## src/rtl/lsu_pkg.sv

```systemverilog
// Shared core definitions: core FSM codes, LSU states
// and register-file input mux selects.
package lsu_pkg;

  localparam logic [2:0] CORE_IDLE    = 3'b000;
  localparam logic [2:0] CORE_FETCH   = 3'b001;
  localparam logic [2:0] CORE_DECODE  = 3'b010;
  localparam logic [2:0] CORE_REQUEST = 3'b011;
  localparam logic [2:0] CORE_WAIT    = 3'b100;
  localparam logic [2:0] CORE_EXECUTE = 3'b101;
  localparam logic [2:0] CORE_UPDATE  = 3'b110;
  localparam logic [2:0] CORE_DONE    = 3'b111;

  typedef enum logic [1:0] {
    LSU_IDLE       = 2'd0,
    LSU_REQUESTING = 2'd1,
    LSU_WAITING    = 2'd2,
    LSU_DONE       = 2'd3
  } lsu_state_t;

  localparam logic [1:0] RMUX_ARITHMETIC = 2'b00;
  localparam logic [1:0] RMUX_MEMORY     = 2'b01;
  localparam logic [1:0] RMUX_CONSTANT   = 2'b10;

endpackage

```

## src/rtl/lsu.sv

```systemverilog
// Per-thread load/store unit: one FSM and element counter
// shared by the read and write memory channels.
module lsu
  import lsu_pkg::*;
#(
  parameter int DATA_BITS   = 8,
  parameter int ADDR_BITS   = 8,
  parameter int Vector_Size = 4
) (
  input  logic                           clk,
  input  logic                           reset,
  input  logic                           enable,
  input  logic [2:0]                     core_state,
  input  logic                           decoded_mem_read_enable,
  input  logic                           decoded_mem_write_enable,
  input  logic                           decoded_vector_mux,
  input  logic [DATA_BITS-1:0]           rs,
  input  logic [DATA_BITS-1:0]           rt,
  input  logic [DATA_BITS*Vector_Size-1:0] v_rt,
  output logic                           mem_read_valid,
  output logic [ADDR_BITS-1:0]           mem_read_address,
  input  logic                           mem_read_ready,
  input  logic [DATA_BITS-1:0]           mem_read_data,
  output logic                           mem_write_valid,
  output logic [ADDR_BITS-1:0]           mem_write_address,
  output logic [DATA_BITS-1:0]           mem_write_data,
  input  logic                           mem_write_ready,
  output logic [1:0]                     lsu_state,
  output logic [DATA_BITS-1:0]           lsu_out,
  output logic [Vector_Size*DATA_BITS-1:0] v_lsu_out
);

  localparam int CW = (Vector_Size > 1) ? $clog2(Vector_Size) : 1;
  localparam logic [CW-1:0] LAST = CW'(Vector_Size - 1);

  lsu_state_t state_q, state_d;
  logic [CW-1:0] cnt_q, cnt_d;
  logic rd_q, rd_d;
  logic vec_q, vec_d;
  logic rv_q, rv_d;
  logic wv_q, wv_d;
  logic [ADDR_BITS-1:0] raddr_q, raddr_d;
  logic [ADDR_BITS-1:0] waddr_q, waddr_d;
  logic [DATA_BITS-1:0] wdata_q, wdata_d;
  logic [DATA_BITS-1:0] out_q, out_d;
  logic [Vector_Size*DATA_BITS-1:0] vout_q, vout_d;
  logic [ADDR_BITS-1:0] addr;
  logic hs;

  // Next-state, request and capture logic; everything holds when disabled.
  always_comb begin
    state_d = state_q;
    cnt_d   = cnt_q;
    rd_d    = rd_q;
    vec_d   = vec_q;
    rv_d    = rv_q;
    wv_d    = wv_q;
    raddr_d = raddr_q;
    waddr_d = waddr_q;
    wdata_d = wdata_q;
    out_d   = out_q;
    vout_d  = vout_q;
    addr    = ADDR_BITS'(rs) + ADDR_BITS'(cnt_q);
    hs      = rd_q ? (rv_q & mem_read_ready)
                   : (wv_q & mem_write_ready);
    if (enable) begin
      unique case (state_q)
        LSU_IDLE: begin
          if (core_state == CORE_REQUEST &&
              (decoded_mem_read_enable ||
               decoded_mem_write_enable)) begin
            state_d = LSU_REQUESTING;
            cnt_d   = '0;
            rd_d    = decoded_mem_read_enable;
            vec_d   = decoded_vector_mux;
          end
        end
        LSU_REQUESTING: begin
          if (rd_q) begin
            rv_d    = 1'b1;
            raddr_d = addr;
          end else begin
            wv_d    = 1'b1;
            waddr_d = addr;
            wdata_d = vec_q
              ? v_rt[cnt_q*DATA_BITS +: DATA_BITS]
              : rt;
          end
          state_d = LSU_WAITING;
        end
        LSU_WAITING: begin
          if (hs) begin
            if (rd_q) begin
              if (vec_q)
                vout_d[cnt_q*DATA_BITS +: DATA_BITS] =
                  mem_read_data;
              else
                out_d = mem_read_data;
            end
            rv_d = 1'b0;
            wv_d = 1'b0;
            if (!vec_q || cnt_q == LAST) begin
              state_d = LSU_DONE;
            end else begin
              cnt_d   = cnt_q + 1'b1;
              state_d = LSU_REQUESTING;
            end
          end
        end
        LSU_DONE: begin
          if (core_state == CORE_UPDATE)
            state_d = LSU_IDLE;
        end
      endcase
    end
  end

  // State and output registers with asynchronous clear.
  always_ff @(posedge clk or negedge reset) begin
    if (!reset) begin
      state_q <= LSU_IDLE;
      cnt_q   <= '0;
      rd_q    <= 1'b0;
      vec_q   <= 1'b0;
      rv_q    <= 1'b0;
      wv_q    <= 1'b0;
      raddr_q <= '0;
      waddr_q <= '0;
      wdata_q <= '0;
      out_q   <= '0;
      vout_q  <= '0;
    end else begin
      state_q <= state_d;
      cnt_q   <= cnt_d;
      rd_q    <= rd_d;
      vec_q   <= vec_d;
      rv_q    <= rv_d;
      wv_q    <= wv_d;
      raddr_q <= raddr_d;
      waddr_q <= waddr_d;
      wdata_q <= wdata_d;
      out_q   <= out_d;
      vout_q  <= vout_d;
    end
  end

  assign mem_read_valid    = rv_q;
  assign mem_read_address  = raddr_q;
  assign mem_write_valid   = wv_q;
  assign mem_write_address = waddr_q;
  assign mem_write_data    = wdata_q;
  assign lsu_state         = state_q;
  assign lsu_out           = out_q;
  assign v_lsu_out         = vout_q;

endmodule

```

## config.mk

```make
export PLATFORM = sky130hd
export DESIGN_NAME = lsu
export DESIGN_NICKNAME = d
export VERILOG_FILES = /design/src/rtl/lsu_pkg.sv /design/src/rtl/lsu.sv
export SDC_FILE = /design/constraint.sdc
export NUM_CORES = 1
export LEC_CHECK = 0
export CAP_MARGIN = 20
export CORE_MARGIN = 8
export CORE_UTILIZATION = 30
export DETAILED_ROUTE_END_ITERATION = 6
export PLACE_DENSITY_LB_ADDON = 0.12
export SLEW_MARGIN = 20
export SYNTH_ARGS = -nofsm -noshare
export SYNTH_HDL_FRONTEND = slang
export SYNTH_SLANG_ARGS = --single-unit
```

## constraint.sdc

```tcl
create_clock -name clk -period 2.2 [get_ports clk]
set_input_delay 0.22 -clock clk [delete_from_list [all_inputs] [get_ports clk]]
set_output_delay 0.22 -clock clk [all_outputs]
set_load 0.005 [all_outputs]
```

**Yosys cells after proc, flatten, opt, wreduce, memory -nomap -nowiden**

Cells that the tools add are included.

- $add $sub $neg: 3
- Equal/unequal tests: 12
- Shifts and indexed selects: 3
- Muxes and demuxes: 17
- Bitwise operators: 4
- Reduce and logical (&&, ||, !) cells: 16

Operators by type and width:

| operator | number |
|---|---|
| $neg 5->34 | 1 |
| $shift 8x34->32 const A | 1 |
| $shiftx 8x34->32 | 1 |
| $bwmux 32 | 1 |
| $shiftx 32x6->8 | 1 |
| $reduce_and 5->1 | 3 |
| $mux 2 | 7 |
| $ne 2x2->1 const B | 6 |
| $reduce_and 4->1 | 3 |
| $reduce_and 3->1 | 3 |
| $add 8x2->8 | 1 |
| $mux 8 | 1 |
| $pmux 2 s4 | 1 |
| $eq 2x2->1 const B | 3 |
| $mux 1 | 4 |
| $pmux 1 s2 | 2 |
| $pmux 2 s2 | 1 |
| $reduce_bool 2->1 | 2 |
| $eq 3x2->1 const B | 1 |
| $eq 3x3->1 const B | 1 |
| $add 2x1->2 const B | 1 |
| $and 1x1->1 | 2 |
| $eq 2x1->1 const B | 1 |
| $logic_not 2->1 | 1 |
| other kinds (4) | 6 |

- Register bits: 72
- Bits of input ports: 67
- Logic and storage cells: 66

**Depth between registers and ports, before layout**

- Word-level depth: 5
- Mapped depth: 7
- Mapped depth without buffers: 6

**Worst setup path before layout**

No wires, ideal clock.

- Path type: register to register
- From: reg cnt_q[1]
- To: reg vout_q[0], in the netlist v_lsu_out[0]
- Library setup time: 67 ps
- Arrival time: 1969 ps
- Data required time: 2133 ps
- Setup slack: 164 ps
- Cell stages (with the launch flop): 7
- Clock period less this slack: 2036 ps
- Path through: dfrtp_1 -> clkbuf_1 -> inv_1 -> ha_1 -> nor3b_1 -> nand3_1 -> nand2_1

- Word-level cells in the longest chain between the ends: 3
- Elaborated cells on any way between the ends: 4

RTL lines:

| what | RTL line | source |
|---|---|---|
| start, declared | lsu.sv:37 | `logic [CW-1:0] cnt_q, cnt_d;` |
| start signal, assigned | lsu.sv:134 | `cnt_q <= cnt_d;` |
| $neg 5->34 * | lsu.sv:95 | `vout_d[cnt_q*DATA_BITS +: DATA_BITS] =` |
| $shiftx 8x34->32 / $shift 8x34->32 (equally long branches) | lsu.sv:95 |  |
| $bwmux 32 * | lsu.sv:95 |  |
| end signal, assigned | lsu.sv:143 | `vout_q <= vout_d;` |
| end, declared | lsu.sv:46 | `logic [Vector_Size*DATA_BITS-1:0] vout_q, vout_d;` |

Mark *: on every way between the ends. The rest lies on a longest branch, timed or not.
A chain may end at the register's enable or synchronous reset.

**Final worst setup path**

- From: reg cnt_q[0]
- To: reg vout_q[11], in the netlist v_lsu_out[11]

The elaborated chain is that of the path after synthesis.

==> flow_summary_export.csv <==
group,metric,value,unit
place,io_buffer_count,134,
sta,slew_headroom,0.381,
power,pwr-share-clk,0.257,
floorplanning,fp.dieH,127,µm
logic_synthesis,async_reset_ff_frac,1.00,
logic_synthesis,synth-edff-count,0,
worst_setup_path,startpoint_type,"flop",
sta,tightest_slew,929,ps
global_routing,grt-ovfl-total,0,
logic_synthesis,ys_seq_area_frac,0.491,
power,p_sw_frac,0.325,
clock_tree,cts-htree-levels,3,
floorplanning,fp.dieArea,16000,µm²
worst_setup_path,crit_type,"reg -> reg",
min_path,hold_path_class,"in -> async",
routing,drtIter0Drc,114,
global_routing,antenna_found_initial,0,
routing,wire_per_inst,17.2,µm
worst_setup_path,crit_family,"flip-flops",
clock_tree,insertion_delay,330,ps
floorplanning,ios,135,
power,switchingPower,1.83,mW
logic_synthesis,syn_area_per_cell,10.9,µm²
clock_tree,cts_tree,"yes",
power,power_frac_comb,0.394,
routing,drtPass1Iterations,4,
logic_synthesis,syn-num-nets,413,
routing,postRouteAntennaNets,0,
routing,drt_wl_total,11000,µm
worst_setup_path,worstSetupEndpointType,"flop",
worst_setup_path,crit_buf_inv,2,
global_routing,grt_start_max_net_pins,73,
worst_setup_path,critPathSlowestCell,"dfrtp_1",
clock_tree,post_cts_resized,0,
logic_synthesis,yosys_warnings,0,
logic_synthesis,ys_seq_elements,72,
final_layout,num-nets-final,560,
routing,via_per_inst,4.50,
sta,fmax,544,MHz
final_layout,drive_above_1_share,0.155,
worst_setup_path,max_stage_delay,560,ps
sta,drv_slew,0,
power,internal-power,3.81,mW
routing,vias,2863,
sta,fin_crit_sh,0.836,
clock_tree,cts_root_buffer,"clkbuf_16",
final_layout,area_delta_synth_final,49.9,%
sta,setup_tns,0,ps
power,power_leakage,2.41,nW
floorplanning,core_area,12000,µm²
floorplanning,die_w,127,µm
clock_tree,clkSlewWorstSetupHoldPaths,60,ps
sta,hold_violations,0,
logic_synthesis,synth.distinct_cells,46,
worst_setup_path,path_max_fanout,9,
power,p_per_area,1030,nW/µm²
worst_setup_path,path_cells,"inv_1, ha_1, nor3b_2, buf_4, nand2_1, mux2i_1",
power,vdd.ir_drop.worst,0.000398,V
logic_synthesis,ys.flop_type,"dfrtp_1",
clock_tree,cts_hold_buf,0,
clock_tree,post_cts_buffers,0,
global_routing,grtUsageTotal,0.140,
run,cap_viol_max_count,0,
logic_synthesis,synth.cell_area,3670,µm²
clock_tree,clk_path_buf_depth,2,
sta,finalSetupViolations,0,
place,placed_cells,620,
floorplanning,rows,40,
final_layout,antenna_cells,0,
global_routing,grt_pass1_vias,3172,
sta,period_needed,1840,ps
floorplanning,start_util,0.306,
sta,setup_slack,362,ps
final_layout,final_cells,636,
place,place.gp.congestion,0.737,
global_routing,grt_pass1_wl,17500,µm
place,pre_cts_ws,251,ps
logic_synthesis,synthCells,337,
clock_tree,cts_sinks,72,
power,power_frac_seq,0.349,
clock_tree,cts_buffers,9,
place,dp_hpwl,8390,µm
sta,skew,6.92,ps
worst_setup_path,worst-endpoint-required,2450,ps
status,outcome,"completed",
worst_setup_path,worstPathArrival,2080,ps
sta,rsz0062_at_grt,"no",
routing,drc_errors,0,
-- flip-flops by register name, summed over array words and instances (netlist names) --
register           flops
cnt_q                  2
lsu_out                8
lsu_state              2
mem_read_address       8
mem_read_valid         1
mem_write_address      8
mem_write_data         8
mem_write_valid        1
rd_q                   1
v_lsu_out             32
vec_q                  1
-- cell usage after synthesis (2+ instances only) --
master | count | area [µm²]
a21oi_1 | 15 | 75.1
a21oi_2 | 5 | 43.8
and2_1 | 4 | 25.0
buf_2 | 2 | 10.0
buf_4 | 5 | 37.5
buf_6 | 5 | 56.3
clkbuf_1 | 2 | 7.51
dfrtp_1 | 72 | 1800
ha_1 | 8 | 100
inv_1 | 31 | 116
mux2_1 | 2 | 22.5
mux2_2 | 8 | 90.1
mux2i_1 | 24 | 240
mux4_2 | 8 | 180
nand2_1 | 61 | 229
nand3_1 | 10 | 50.1
nand3b_1 | 2 | 15.0
nand4_1 | 3 | 18.8
nor2_1 | 14 | 52.6
nor3_2 | 2 | 20.0
nor3b_2 | 2 | 25.0
o21ai_0 | 11 | 55.1
o21ai_1 | 6 | 30.0
o21ai_2 | 8 | 70.1
or3_1 | 2 | 12.5
xnor2_1 | 2 | 17.5
xor2_1 | 4 | 35.0
-- path summary, 6_finish.rpt --
| path | startpoint | end | slack, ps | depth (start not counted) |
|---|---|---|---|---|
| worst max register to register | cnt_q[0] | v_lsu_out[11] | 360 | 6 |
| max in group asynchronous | reset | mem_read_address[6] | 1570 | 1 |
| worst min register to register | mem_read_address[6] | mem_read_address[6] | 480 | 2 |
| worst min-delay path | reset | lsu_out[5] | 30 | 1 |
| min in group clk | decoded_vector_mux | vec_q | 470 | 3 |
| worst max-delay path | cnt_q[0] | v_lsu_out[11] | 360 | 6 |
-- worst reg2reg max path, delay by kind of cell, from the launching register on --
kind	cells	cell delay, ps
flops	1	560
fa+ha+maj	1	410
mux	1	160
buf+inv	2	390
simple gates	2	260
-- logic make-up (layout without fill, tap and decap cells) --
| logic type | Yosys count | count (layout) | share of synthesized area |
|---|---|---|---|
| xor gates and xnor gates | 6 | 6 | 0.0143 |
| DFF | 72 | 72 | 0.491 |
| adders and majority gates | 9 | 9 | 0.0328 |
| buffers and inverters | 46 | 198 | 0.0631 |
| muxes | 43 | 43 | 0.149 |
| and+or+nand+nor | 110 | 110 | 0.160 |
| AOI/OAI and AO/OA | 51 | 51 | 0.0884 |
-- cells in the final DEF, fill, tap and decap left out, types with 2 or more instances in the layout --
master,n
nand3b_1,2
o21ai_1,6
dfrtp_1,72
nand4_1,3
a21oi_1,15
o21ai_2,8
nor2_1,14
and2_1,4
mux2i_1,24
clkbuf_16,9
nand2_1,61
clkdlybuf4s50_1,133
nor3b_2,2
buf_4,17
nor3_2,2
clkinv_2,4
or3_1,2
a21oi_2,5
ha_1,8
o21ai_0,11
xnor2_1,2
mux2_2,8
nand3_1,10
mux4_2,8
xor2_1,4
inv_1,31
mux2_1,2
-- metal layers --
layer  track usage  vias to the layer above  wire, µm
met3        0.0306                        6       479
li1              -                     1430         -
met1         0.165                     1377      4770
met2         0.242                       50      5600
met4        0.0552                        0       112
met5             0                        -         0
-- per-stage QoR --
stage	utilization	hold WS [ps]	area (µm²)	total power [mW]
floorplan	-	-75.6	3670	3.09
global placement	0.435	419	5200	4.24
detailed placement	0.435	427	5200	4.27
CTS	0.459	69.3	5500	5.76
global route	0.459	116	5500	6.03
finish	0.459	26.2	5500	5.64
-- final cells by class --
type,count,area (µm²)
multi-input cells,219,1630
flip-flops and latches,72,1800
clock inverters,6,58.8
inverters,32,120
well taps,147,184
fillers,1144,6470
clock buffers,10,239
repair buffers,150,1460
-- power by group through the flow --
stage | Combinational, mW | Sequential (mW) | Clock [mW]
after floorplan | 1.15 | 1.93 | 0
after global placement | 2.24 | 1.99 | 0
after detailed placement | 2.27 | 2.00 | 0
after CTS | 2.28 | 1.98 | 1.50
after global routing | 2.45 | 2.03 | 1.56
final | 2.22 | 1.97 | 1.45
Note: power is estimated with default switching activity, not from simulation.
